[config.mk]
export PLATFORM = sky130hd
export DESIGN_NAME = tl_ul_arb2
export DESIGN_NICKNAME = d
export VERILOG_FILES = /design/src/rtl/tl_ul_arb2.sv
export SDC_FILE = /design/constraint.sdc
export NUM_CORES = 1
export LEC_CHECK = 0
export BUFFER_PORTS_ARGS = -buffer_cell sky130_fd_sc_hd__buf_2
export CORE_AREA = 2 2 149 151
export CTS_BUF_LIST = sky130_fd_sc_hd__clkbuf_8
export DETAILED_ROUTE_END_ITERATION = 10
export DIE_AREA = 0 0 151 153
export GPL_TIMING_DRIVEN = 0
export HOLD_SLACK_MARGIN = 0.05
export MAX_ROUTING_LAYER = met4
export SYNTH_ARGS = -nofsm -noshare
export SYNTH_HDL_FRONTEND = slang
export SYNTH_SLANG_ARGS = --single-unit
[constraint.sdc]
create_clock -name clock -period 2.45 [get_ports clock]
set_input_delay 0.1225 -clock clock [delete_from_list [all_inputs] [get_ports clock]]
set_output_delay 0.1225 -clock clock [all_outputs]
set_load 0.01 [all_outputs]
[src/rtl/tl_ul_arb2.sv]
// 2:1 TL-UL arbiter: round-robin on channel A with valid-stability lock,
// channel D routed back by the source-ID tag bit, per-master in-flight tracking.
module tl_ul_arb2_cnt #(
  parameter int MAX_OUT = 4,
  parameter int CW      = $clog2(MAX_OUT + 1)
) (
  input  logic          clock,
  input  logic          reset_n,
  input  logic          i_inc,
  input  logic          i_dec,
  output logic [CW-1:0] o_cnt,
  output logic          o_underflow
);
  logic [CW-1:0] r_cnt;

  // A response with nothing outstanding is a protocol error; the count holds at 0.
  assign o_underflow = i_dec && (r_cnt == '0);
  assign o_cnt       = r_cnt;

  always_ff @(posedge clock or negedge reset_n) begin
    if (!reset_n)                              r_cnt <= '0;
    else if (i_inc && !i_dec)                  r_cnt <= r_cnt + CW'(1);
    else if (i_dec && !i_inc && r_cnt != '0)   r_cnt <= r_cnt - CW'(1);
  end
endmodule

module tl_ul_arb2 #(
  parameter int SRC_W   = 2,
  parameter int MAX_OUT = 4
) (
  input  logic             clock,
  input  logic             reset_n,
  // master 0
  input  logic             m0_a_valid,
  output logic             m0_a_ready,
  input  logic [2:0]       m0_a_opcode,
  input  logic [2:0]       m0_a_param,
  input  logic [1:0]       m0_a_size,
  input  logic [SRC_W-1:0] m0_a_source,
  input  logic [31:0]      m0_a_address,
  input  logic [3:0]       m0_a_mask,
  input  logic [31:0]      m0_a_data,
  output logic             m0_d_valid,
  input  logic             m0_d_ready,
  output logic [2:0]       m0_d_opcode,
  output logic [1:0]       m0_d_param,
  output logic [1:0]       m0_d_size,
  output logic [SRC_W-1:0] m0_d_source,
  output logic [31:0]      m0_d_data,
  output logic             m0_d_denied,
  output logic             m0_d_corrupt,
  // master 1
  input  logic             m1_a_valid,
  output logic             m1_a_ready,
  input  logic [2:0]       m1_a_opcode,
  input  logic [2:0]       m1_a_param,
  input  logic [1:0]       m1_a_size,
  input  logic [SRC_W-1:0] m1_a_source,
  input  logic [31:0]      m1_a_address,
  input  logic [3:0]       m1_a_mask,
  input  logic [31:0]      m1_a_data,
  output logic             m1_d_valid,
  input  logic             m1_d_ready,
  output logic [2:0]       m1_d_opcode,
  output logic [1:0]       m1_d_param,
  output logic [1:0]       m1_d_size,
  output logic [SRC_W-1:0] m1_d_source,
  output logic [31:0]      m1_d_data,
  output logic             m1_d_denied,
  output logic             m1_d_corrupt,
  // shared slave port
  output logic             s_a_valid,
  input  logic             s_a_ready,
  output logic [2:0]       s_a_opcode,
  output logic [2:0]       s_a_param,
  output logic [1:0]       s_a_size,
  output logic [SRC_W:0]   s_a_source,
  output logic [31:0]      s_a_address,
  output logic [3:0]       s_a_mask,
  output logic [31:0]      s_a_data,
  input  logic             s_d_valid,
  output logic             s_d_ready,
  input  logic [2:0]       s_d_opcode,
  input  logic [1:0]       s_d_param,
  input  logic [1:0]       s_d_size,
  input  logic [SRC_W:0]   s_d_source,
  input  logic [31:0]      s_d_data,
  input  logic             s_d_denied,
  input  logic             s_d_corrupt,
  output logic             busy,
  output logic             err
);
  localparam int CW = $clog2(MAX_OUT + 1);
  localparam logic [CW-1:0] MAX_C = CW'(MAX_OUT);

  logic          r_lock, r_lock_id, r_prio, r_err;
  logic [CW-1:0] w_cnt0, w_cnt1;
  logic          w_uf0, w_uf1;
  logic          w_elig0, w_elig1, w_grant, w_sel_elig;
  logic          w_a_fire, w_d_fire, w_route;

  assign w_elig0 = m0_a_valid && (w_cnt0 < MAX_C);
  assign w_elig1 = m1_a_valid && (w_cnt1 < MAX_C);

  always_comb begin
    w_grant = r_prio;
    if (r_lock)                     w_grant = r_lock_id;
    else if (w_elig0 && !w_elig1)   w_grant = 1'b0;
    else if (w_elig1 && !w_elig0)   w_grant = 1'b1;
  end

  // Gated by reset_n so the shared port goes quiet the instant reset asserts.
  assign w_sel_elig = w_grant ? w_elig1 : w_elig0;
  assign s_a_valid  = w_sel_elig && reset_n;
  assign w_a_fire   = s_a_valid && s_a_ready;
  assign m0_a_ready = w_a_fire && !w_grant;
  assign m1_a_ready = w_a_fire &&  w_grant;

  assign s_a_opcode  = w_grant ? m1_a_opcode  : m0_a_opcode;
  assign s_a_param   = w_grant ? m1_a_param   : m0_a_param;
  assign s_a_size    = w_grant ? m1_a_size    : m0_a_size;
  assign s_a_source  = {w_grant, (w_grant ? m1_a_source : m0_a_source)};
  assign s_a_address = w_grant ? m1_a_address : m0_a_address;
  assign s_a_mask    = w_grant ? m1_a_mask    : m0_a_mask;
  assign s_a_data    = w_grant ? m1_a_data    : m0_a_data;

  assign w_route    = s_d_source[SRC_W];
  assign m0_d_valid = s_d_valid && !w_route;
  assign m1_d_valid = s_d_valid &&  w_route;
  assign s_d_ready  = w_route ? m1_d_ready : m0_d_ready;
  assign w_d_fire   = s_d_valid && s_d_ready;

  assign m0_d_opcode  = s_d_opcode;   assign m1_d_opcode  = s_d_opcode;
  assign m0_d_param   = s_d_param;    assign m1_d_param   = s_d_param;
  assign m0_d_size    = s_d_size;     assign m1_d_size    = s_d_size;
  assign m0_d_source  = s_d_source[SRC_W-1:0];
  assign m1_d_source  = s_d_source[SRC_W-1:0];
  assign m0_d_data    = s_d_data;     assign m1_d_data    = s_d_data;
  assign m0_d_denied  = s_d_denied;   assign m1_d_denied  = s_d_denied;
  assign m0_d_corrupt = s_d_corrupt;  assign m1_d_corrupt = s_d_corrupt;

  tl_ul_arb2_cnt #(.MAX_OUT(MAX_OUT), .CW(CW)) u_cnt0 (
    .clock(clock), .reset_n(reset_n),
    .i_inc(w_a_fire && !w_grant), .i_dec(w_d_fire && !w_route),
    .o_cnt(w_cnt0), .o_underflow(w_uf0)
  );
  tl_ul_arb2_cnt #(.MAX_OUT(MAX_OUT), .CW(CW)) u_cnt1 (
    .clock(clock), .reset_n(reset_n),
    .i_inc(w_a_fire && w_grant), .i_dec(w_d_fire && w_route),
    .o_cnt(w_cnt1), .o_underflow(w_uf1)
  );

  // Lock holds a stalled grant so an offered request is never withdrawn.
  always_ff @(posedge clock or negedge reset_n) begin
    if (!reset_n) begin
      r_lock    <= 1'b0;
      r_lock_id <= 1'b0;
      r_prio    <= 1'b0;
      r_err     <= 1'b0;
    end else begin
      r_lock    <= s_a_valid && !s_a_ready;
      r_lock_id <= w_grant;
      if (w_a_fire) r_prio <= ~w_grant;
      if (w_uf0 || w_uf1 || (w_a_fire && s_a_size > 2'd2)) r_err <= 1'b1;
    end
  end

  assign busy = (w_cnt0 != '0) || (w_cnt1 != '0);
  assign err  = r_err;
endmodule
==> results of run 1 <==
-- how the worst max path moves through the flow --
stage | startpoint | to | slack, ns | cells past startpoint
6_report | u_cnt1.o_cnt[2] | s_a_address[9] | 0.12 | 7
5_1_grt | u_cnt1.o_cnt[2] | s_a_data[11] | 0.004 | 8
4_1_cts | u_cnt1.o_cnt[2] | u_cnt1.o_cnt[2] | -0.005 | 7
3_5_place_dp | u_cnt1.o_cnt[2] | s_a_data[16] | -0.19 | 6
3_3_place_gp | u_cnt1.o_cnt[2] | s_a_data[16] | -0.21 | 6
2_1_floorplan | u_cnt1.o_cnt[2] | u_cnt1.o_cnt[2] | 0.06 | 7
-- synthesized netlist by cell type (2+ instances only) --
master	instances	area, um^2
mux2_2	70	788
and3_1	3	18.8
dfrtp_1	10	250
or3_1	4	25.0
nor2_1	6	22.5
nand2_1	4	15.0
nor2b_1	2	12.5
mux2_1	9	101
a21oi_1	6	30.0
buf_4	88	661
inv_1	3	11.3
fa_1	2	40.0
mux2i_1	2	20.0
a21o_1	2	15.0
o22ai_1	2	12.5
nand2b_1	3	18.8
nand3_1	3	15.0
buf_2	8	40.0
and2_1	3	18.8
nor3_1	2	10.0
nor4b_1	2	17.5
o21ai_0	5	25.0
a221o_1	2	20.0
-- per-stage QoR --
stage	setup slack (ns)	instance area, um^2
4_1_cts	-0.00533	4520
2_1_floorplan	0.0558	2350
3_3_place_gp	-0.211	4390
3_5_place_dp	-0.187	4390
5_1_grt	0.00419	4550
6_report	0.118	4550
-- state kept, by name (all words and copies together) (netlist names) --
signal / flops
err: 1
r_prio: 1
r_lock: 1
u_cnt1.o_cnt: 3
u_cnt0.o_cnt: 3
r_lock_id: 1
-- critical path: stages, from the launching register on --
cell and delay, ns:
dfrtp_2 0.45, nor2b_4 0.17, nor2_1 0.08, o31ai_4 0.26, buf_12 0.17, buf_2 0.27, mux2_2 0.39, buf_2 0.16
-- final cells by class --
| class | count | area (um^2) |
|---|---|---|
| inverters | 3 | 11.3 |
| multi-input cells | 148 | 1400 |
| well taps | 280 | 350 |
| fillers | 2410 | 16900 |
| clock buffers | 4 | 55.1 |
| flip-flops and latches | 10 | 251 |
| repair buffers | 343 | 1760 |
| plain buffers | 97 | 726 |
-- cell families after synthesis --
| family | count (synthesis) |
|---|---|
| buffers and inverters | 100 |
| multiplexers | 81 |
| AND/OR/NAND/NOR | 37 |
| AO/OA/AOI/OAI | 26 |
| flip-flops | 10 |
| XOR/XNOR | 2 |
| adder cells (fa/ha/maj) | 2 |
-- routing by layer --
metal  share of wire (%)  wire (um)  vias to the layer above
met2                  51       5720                      193
met4                0.28         31                        0
met3                 9.3       1040                        4
met5                   0          0                        -
met1                  39       4360                     1396
li1                    -          -                     1518
-- power by group through the flow --
stage	logic [mW]	registers (mW)	clock network, mW
floorplan	1.45	0.310	0
global placement	2.27	0.329	0
detailed placement	2.29	0.331	0
CTS	2.40	0.332	0.224
global route	2.60	0.349	0.233
finish	2.41	0.331	0.220
-- timing repair --
item | CTS | global route
cloned | 0 | 0
endpoints found under the setup margin | 80 | 54
pin swaps | 1 | 0
endpoints found under the hold margin | 10 | 0
setup buffers | 3 | 2
hold buffers | 1 | 0
gates resized for setup | 4 | 7
==> impl_metrics.csv, run 1 <==
group,metric,value,unit
critical_path,critical_path_required,2.33,ns
detailed_routing,drt_pass1_iterations,4,
power,p_clk_share,7.4,%
timing,min_period,2.33,ns
worst_hold_path,min_path_type,"in2reg",
logic_synthesis,ys_seq_area_share,10.6,%
logic_synthesis,netlist_area,0.00235,mm^2
die,rows,54,
power,switching_share,43.3,%
die,die_w,151,um
timing,worst_slew_pin_slew,0.555,ns
critical_path,critPathCaptureType,"output pin",
die,pin_count,381,
logic_synthesis,ys_warn_count,0,
detailed_routing,vias,3111,
finish,fin_cells,885,
placement,portBuffers,337,
logic_synthesis,ys.flop_type,"dfrtp_1",
die,die_area,0.0231,mm^2
detailed_routing,wirelength,11100,um
clock_tree,htreeDepth,1,
logic_synthesis,synth_edf_count,0,
job,maxCapViolations,0,
detailed_routing,antenna_left,0,
placement,dpl.cell_count,875,
die,core_area,0.0215,mm^2
detailed_routing,via_per_inst,3.52,
global_routing,grt_usage,8.84,%
critical_path,worst-r2r-setup-slack,0.12,ns
critical_path,critPathArrivalTime,2.21,ns
power,p_int,1.68,mW
global_routing,grt_max_degree,12,
finish,fin_util,21.2,%
logic_synthesis,async_reset_ff_share,100,%
logic_synthesis,ys_ff_latch,10,
finish,fin_nets,816,
global_routing,grt_pass1_vias,2931,
logic_synthesis,synth_top_family_by_area,"multiplexers",
worst_hold_path,min_to,"r_lock",
logic_synthesis,syn_area_per_cell,9.11,um^2
global_routing,overflow,0,
logic_synthesis,muxShareOfSynthArea,38.7,%
clock_tree,root_buffer,"clkbuf_8",
global_routing,grt_use_met3,1.70,%
outcome,status,"finished, final reports clean",
clock_tree,cts_tree,"built",
critical_path,r2r_cells,7,
die,die_y,153,um
power,p_leak,2.47,nW
power,power.total,2.96,mW
logic_synthesis,syn_nets,468,
logic_synthesis,syn_inst,258,
global_routing,top_usage_layer,"met2",
global_routing,grt_use_met2,16.2,%
critical_path,path_class,"reg2out",
timing,setup_violations,0,
critical_path,timing.rr.start,"u_cnt1.o_cnt[2]",
finish,final_common_cell,"buf_2",
logic_synthesis,ys_types,40,
clock_tree,cts_num_sinks,10,
timing,rsz0062_at_grt,"no",
timing,fin_skew,0.00697,ns
clock_tree,clk_path_buf_depth,2,
clock_tree,numCtsBuffers,3,
critical_path,crit_fanout,10,
detailed_routing,wl_per_cell,12.6,um
global_routing,antenna_found_initial,0,
power,pwr-share-comb,81.4,%
critical_path,startpoint_type,"flip-flop",
clock_tree,cts.clk_slew.worst_paths,0.05,ns
clock_tree,worst_skew_pair.late_latency,0.25,ns
timing,fin_tns_setup,0,ns
finish,drive_above_1_share,86.0,%
logic_synthesis,synth_compound_area_share,8.20,%
timing,fmax,0.429,GHz
critical_path,r2r_end,"u_cnt1.o_cnt[2]",
worst_hold_path,worstHoldPathCells,2,
finish,area_delta_synth_final,93.7,%
finish,antennaDiodeCount,0,
timing,final_hold_viol_count,0,
logic_synthesis,synth-simple-area-share,9.21,%
detailed_routing,dr.first_iter.drc_count,72,
logic_synthesis,synth_xor_area_share,0.745,%
die,start_util,10.9,%
placement,hpwlAfterDp,9860,um
detailed_routing,drcViolationCount,0,
timing,slew_headroom,62.9,%
timing,timing.hold.ws,0.0926,ns
worst_hold_path,worstHoldStart,"s_a_ready",
power,peakVddDrop,0.254,mV
power,power.switching,1.28,mW
global_routing,global_route.usage.met1,10.3,%
timing,maxSlewViolCount,0,
placement,place.gp.congestion,0.771,
logic_synthesis,synth_adder_area_share,1.70,%
timing,final.period_utilization,95.2,%
power,power_frac_seq,11.2,%
finish,mostFrequentLayoutCells,"341 x buf_2, 93 x buf_4, 70 x mux2_2, 9 x mux2_1, 9 x dfrtp_1",
global_routing,grt_pass1_wl,15500,um
power,pwr_density_cell,650,mW/mm^2
Power figures use the tool's default switching activity.
==> run 2: changes to the inputs <==
CORE_AREA = 4 4 147 149   (was 2 2 149 151)
==> run 2 against run 1 <==
  * Cell count decreased by 1.2%
  * Worst hold slack improved by 0.013 ns
  * Count of clock-buffer cells in the layout decreased by 1
  * Register-to-register slack got worse by 0.02 ns
  * Clock skew decreased by 0.0030 ns
  * Cell area decreased by 0.96%
  * Via count decreased by 1.2%
  * Global-route usage about the same
  * Die area unchanged
  * Sequential power increased by 2%
  * Sequential share of layout area increased by 0.054 points
  * Critical endpoint is now u_cnt1.o_cnt[2]
  * Largest power group unchanged
  * Highest routed layer unchanged
==> impl_metrics.csv, run 2 (synthesis results as in run 1) <==
group,metric,value,unit
critical_path,crit_buf_inv,1,
die,die_y,153,um
finish,final_common_cell,"buf_2",
timing,final.period_utilization,95.9,%
power,p_leak,2.46,nW
critical_path,critical_path_required,2.57,ns
finish,fin_util,22.4,%
worst_hold_path,min_path_type,"in2reg",
timing,rsz0062_at_grt,"no",
clock_tree,worst_skew_pair.late_latency,0.23,ns
detailed_routing,route.met2.wl,5750,um
finish,multi_input_area,0.00140,mm^2
detailed_routing,route.met3.wl,1310,um
timing,setup_violations,0,
clock_tree,numCtsBuffers,3,
detailed_routing,via_per_inst,3.52,
clock_tree,cts_tree,"built",
detailed_routing,top_layer,"met4",
detailed_routing,wirelength,11500,um
timing,slew_headroom,53.2,%
detailed_routing,vias,3075,
finish,drive_above_1_share,85.9,%
global_routing,grt_pass1_wl,15800,um
critical_path,slowest_stage,"dfrtp_2",
die,pin_count,381,
critical_path,cp_cell_sequence,"nand2b_4 > nor4b_4 > buf_4 > nand2_1 > fa_1 > or3_1 > a211o_1",
global_routing,overflow,0,
die,core_area,0.0202,mm^2
outcome,status,"finished, final reports clean",
finish,area_delta_synth_final,91.9,%
detailed_routing,wl_per_cell,13.2,um
critical_path,critPathCaptureType,"flip-flop",
die,die_area,0.0231,mm^2
critical_path,crit_fanout,8,
detailed_routing,dr.first_iter.drc_count,102,
placement,portBuffers,337,
job,maxCapViolations,0,
power,peakVddDrop,0.243,mV
timing,maxSlewViolCount,0,
detailed_routing,antenna_left,0,
die,rows,52,
critical_path,max_stage_delay,0.47,ns
clock_tree,clk_path_buf_depth,2,
timing,worst_slew_pin_slew,0.692,ns
critical_path,path_class,"reg2reg",
placement,dpl.cell_count,865,
critical_path,critPathTopFamily,"simple AND/OR/NAND/NOR gates",
detailed_routing,drt_pass1_iterations,4,
critical_path,critPathArrivalTime,2.47,ns
clock_tree,htreeDepth,1,
global_routing,grt_max_degree,12,
finish,register_area,251,um^2
timing,final_hold_viol_count,0,
timing,min_period,2.35,ns
clock_tree,root_buffer,"clkbuf_8",
clock_tree,cts.clk_slew.worst_paths,0.05,ns
die,die_w,151,um
power,pwr_density_cell,630,mW/mm^2
finish,fin_cells,874,
detailed_routing,wl_met1,4380,um
global_routing,grt_usage,8.81,%
finish,mostFrequentLayoutCells,"343 x buf_2, 92 x buf_4, 70 x mux2_2, 9 x mux2_1, 9 x dfrtp_1",
timing,fmax,0.425,GHz
die,start_util,11.7,%
timing,fin_skew,0.00394,ns
global_routing,antenna_found_initial,1,
critical_path,startpoint_type,"flip-flop",
finish,fillCellCount,2213,
placement,place.gp.congestion,0.884,
clock_tree,cts_num_sinks,10,
finish,fin_nets,815,
global_routing,grt_pass1_vias,3034,
detailed_routing,drcViolationCount,0,
placement,hpwlAfterDp,10300,um
run 2: final timing paths:
check | startpoint | endpoint | slack, ns | cells past startpoint
setup / recovery | u_cnt1.o_cnt[2] | u_cnt1.o_cnt[2] | 0.1 | 7
min in group asynchronous | reset_n | u_cnt0.o_cnt[1] | 0.43 | 2
hold reg to reg | err | err | 0.49 | 2
max in group asynchronous | reset_n | u_cnt1.o_cnt[2] | 1.66 | 2
setup reg to reg | u_cnt1.o_cnt[2] | u_cnt1.o_cnt[2] | 0.1 | 7
hold / removal | s_a_ready | r_lock | 0.11 | 2
run 2: what timing repair did:
item                                   4_1_cts  5_1_grt
hold buffers                                 1        0
endpoints found under the hold margin       10        0
resized for setup                            5        3
setup buffers                                2        2
setup endpoints to repair                   80       10
pin swaps                                    1        0
run 2: worst register-to-register path: stages, from the launching register on:
cell and delay, ns:
dfrtp_2 0.47, nand2b_4 0.18, nor4b_4 0.29, buf_4 0.16, nand2_1 0.05, fa_1 0.41
or3_1 0.38, a211o_1 0.29
run 2: final cells by class:
| type | instances | share of cell area (%) |
|---|---|---|
| Buffer | 97 | 16.0 |
| Sequential cell | 10 | 5.58 |
| Tap cell | 270 | 7.49 |
| Clock buffer | 3 | 0.916 |
| Inverter | 3 | 0.250 |
| Antenna cell | 1 | 0.0555 |
| Timing Repair Buffer | 342 | 38.6 |
| Multi-Input combinational cell | 148 | 31.1 |
run 2: per-stage QoR:
stage / worst slack, ns / hold WS (ns) / area [um^2] / setup TNS, ns / total power [mW]
3_5_place_dp: -0.110 / 0.0212 / 4370 / -1.29 / 2.61
4_1_cts: 0.0299 / 0.0971 / 4470 / 0 / 2.86
3_3_place_gp: -0.142 / 0.0211 / 4370 / -2.46 / 2.59
2_1_floorplan: 0.0558 / -0.173 / 2350 / 0 / 1.76
5_1_grt: 0.0149 / 0.0993 / 4510 / 0 / 3.07
6_report: 0.0995 / 0.106 / 4510 / 0 / 2.84
run 2: routing by layer:
metal,vias to the layer above,global-route usage [%]
li1,1519,-
met2,219,16.0
met4,0,0.864
met1,1329,10.3
met5,-,-
met3,8,1.87
run 2: report_power, final:
| group | switching, mW | total (mW) | internal, mW |
|---|---|---|---|
| logic | 1.07 | 2.33 | 1.26 |
| registers | 0.107 | 0.338 | 0.232 |
| clock network | 0.0620 | 0.169 | 0.107 |
| total | 1.24 | 2.84 | 1.60 |
==> run 3: changes to the inputs <==
MAX_ROUTING_LAYER = unset   (was met4)
==> run 3 against run 2 <==
  * Combinational power about the same
  * Via count is 0.75% lower
  * Sequential cell count unchanged
  * Clock skew decreased by 0.0011 ns
  * Count of clock-buffer cells in the layout stayed put
  * Highest routed layer is now met5
  * Critical endpoint unchanged
  * Fmax about the same
  * Register-to-register slack about the same
  * Sequential power about the same
  * Worst hold slack worse by 0.0076 ns
  * Worst setup slack hardly changed
==> impl_metrics.csv, run 3 (synthesis results as in run 1) <==
group,metric,value,unit
timing,fmax,0.425,GHz
timing,final_hold_viol_count,0,
global_routing,overflow,0,
timing,rsz0062_at_grt,"no",
critical_path,critical_path_required,2.57,ns
clock_tree,cts_num_sinks,10,
timing,worst_slew_pin_slew,0.661,ns
power,peakVddDrop,0.245,mV
detailed_routing,drcViolationCount,0,
finish,mostFrequentLayoutCells,"343 x buf_2, 92 x buf_4, 70 x mux2_2, 9 x mux2_1, 9 x dfrtp_1",
finish,fin_cells,873,
timing,setup_violations,0,
global_routing,grt_pass1_wl,15800,um
outcome,status,"finished, final reports clean",
finish,drive_above_1_share,85.9,%
global_routing,grt_pass1_vias,3033,
power,pwr_density_cell,631,mW/mm^2
clock_tree,cts.clk_slew.worst_paths,0.05,ns
critical_path,critPathArrivalTime,2.47,ns
placement,pre_cts_ws,-0.110,ns
detailed_routing,antenna_left,0,
detailed_routing,drt_pass1_iterations,4,
detailed_routing,wl_met1,4430,um
placement,dpl.cell_count,865,
finish,fin_util,22.3,%
clock_tree,numCtsBuffers,3,
clock_tree,worst_skew_pair.late_latency,0.23,ns
die,start_util,11.7,%
detailed_routing,dr.first_iter.drc_count,101,
timing,setup_ws,0.0993,ns
critical_path,critPathCaptureType,"flip-flop",
detailed_routing,top_layer,"met5",
critical_path,cp_cell_sequence,"nand2b_4 > nor4b_4 > buf_4 > nand2_1 > fa_1 > or3_1 > a211o_1",
die,rows,52,
clock_tree,clk_path_buf_depth,2,
power,p_leak,2.46,nW
critical_path,startpoint_type,"flip-flop",
clock_tree,root_buffer,"clkbuf_8",
timing,min_period,2.35,ns
placement,place.gp.congestion,0.869,
finish,fin_nets,815,
die,core_area,0.0202,mm^2
global_routing,antenna_found_initial,1,
critical_path,max_stage_delay,0.47,ns
timing,final.period_utilization,95.9,%
finish,final_common_cell,"buf_2",
clock_tree,cts_tree,"built",
critical_path,slowest_stage,"dfrtp_2",
detailed_routing,wirelength,11500,um
die,die_w,151,um
global_routing,grt_usage,8.56,%
die,pin_count,381,
detailed_routing,route.met2.wl,5790,um
critical_path,crit_fanout,8,
finish,area_delta_synth_final,91.7,%
placement,portBuffers,337,
critical_path,crit_buf_inv,1,
power,power.total,2.84,mW
job,maxCapViolations,0,
detailed_routing,vias,3052,
critical_path,path_class,"reg2reg",
placement,hpwlAfterDp,10300,um
timing,fin_skew,0.00286,ns
finish,antennaDiodeCount,0,
critical_path,critPathTopFamily,"simple AND/OR/NAND/NOR gates",
die,die_y,153,um
detailed_routing,via_per_inst,3.50,
timing,maxSlewViolCount,0,
timing,slew_headroom,55.3,%
detailed_routing,route.met3.wl,1250,um
die,die_area,0.0231,mm^2
detailed_routing,wl_per_cell,13.2,um
finish,final_area,0.00451,mm^2
worst_hold_path,min_path_type,"in2reg",
clock_tree,htreeDepth,1,
global_routing,grt_max_degree,12,
placement,dpl_cell_area,0.00437,mm^2
==> run 3: worst paths after layout <==
kind / slack [ns] / endpoint / depth (start not counted) / startpoint
max in group asynchronous: 1.66 / u_cnt1.o_cnt[2] / 2 / reset_n
setup reg to reg: 0.1 / u_cnt1.o_cnt[2] / 7 / u_cnt1.o_cnt[2]
hold / removal: 0.1 / r_lock / 2 / s_a_ready
setup / recovery: 0.1 / u_cnt1.o_cnt[2] / 7 / u_cnt1.o_cnt[2]
hold reg to reg: 0.49 / err / 2 / err
min in group asynchronous: 0.43 / u_cnt0.o_cnt[1] / 2 / reset_n
==> run 3: worst register-to-register path, cell delays in order (launching register included) <==
cell	delay, ns
dfrtp_2	0.47
nand2b_4	0.18
nor4b_4	0.29
buf_4	0.16
nand2_1	0.05
fa_1	0.41
or3_1	0.38
a211o_1	0.29
==> run 3: metal layers <==
metal | vias up | global-route usage, %
met2 | 205 | 16.0
met3 | 6 | 2.04
met5 | - | 0
met1 | 1320 | 10.2
met4 | 2 | 0.864
li1 | 1519 | -
==> run 3: through the flow <==
| stage | setup TNS [ns] | hold slack [ns] |
|---|---|---|
| 6_report | 0 | 0.0980 |
| 3_3_place_gp | -2.46 | 0.0211 |
| 4_1_cts | 0 | 0.0971 |
| 2_1_floorplan | 0 | -0.173 |
| 3_5_place_dp | -1.29 | 0.0212 |
| 5_1_grt | 0 | 0.0993 |
==> run 3: report_power, final <==
group          total [mW]  internal, mW  switching [mW]
combinational        2.33          1.26            1.07
sequential          0.338         0.232           0.106
clock               0.170         0.108          0.0628
total                2.84          1.60            1.24
==> run 3: area by class of cell <==
class | instances | area [um^2]
fill | 2214 | 15700
inverter | 3 | 11.3
multi-input combinational | 148 | 1400
tap | 270 | 338
buffer | 97 | 721
clock buffer | 3 | 41.3
sequential | 10 | 251
timing repair buffer | 342 | 1740
==> run 3: timing repair <==
| action | in CTS | in global routing |
|---|---|---|
| setup endpoints to repair | 80 | 10 |
| gates resized for setup | 5 | 3 |
| pin swaps | 1 | 0 |
| setup buffers | 2 | 2 |
| hold buffers | 1 | 0 |
| gates cloned | 0 | 0 |
| endpoints found under the hold margin | 10 | 0 |
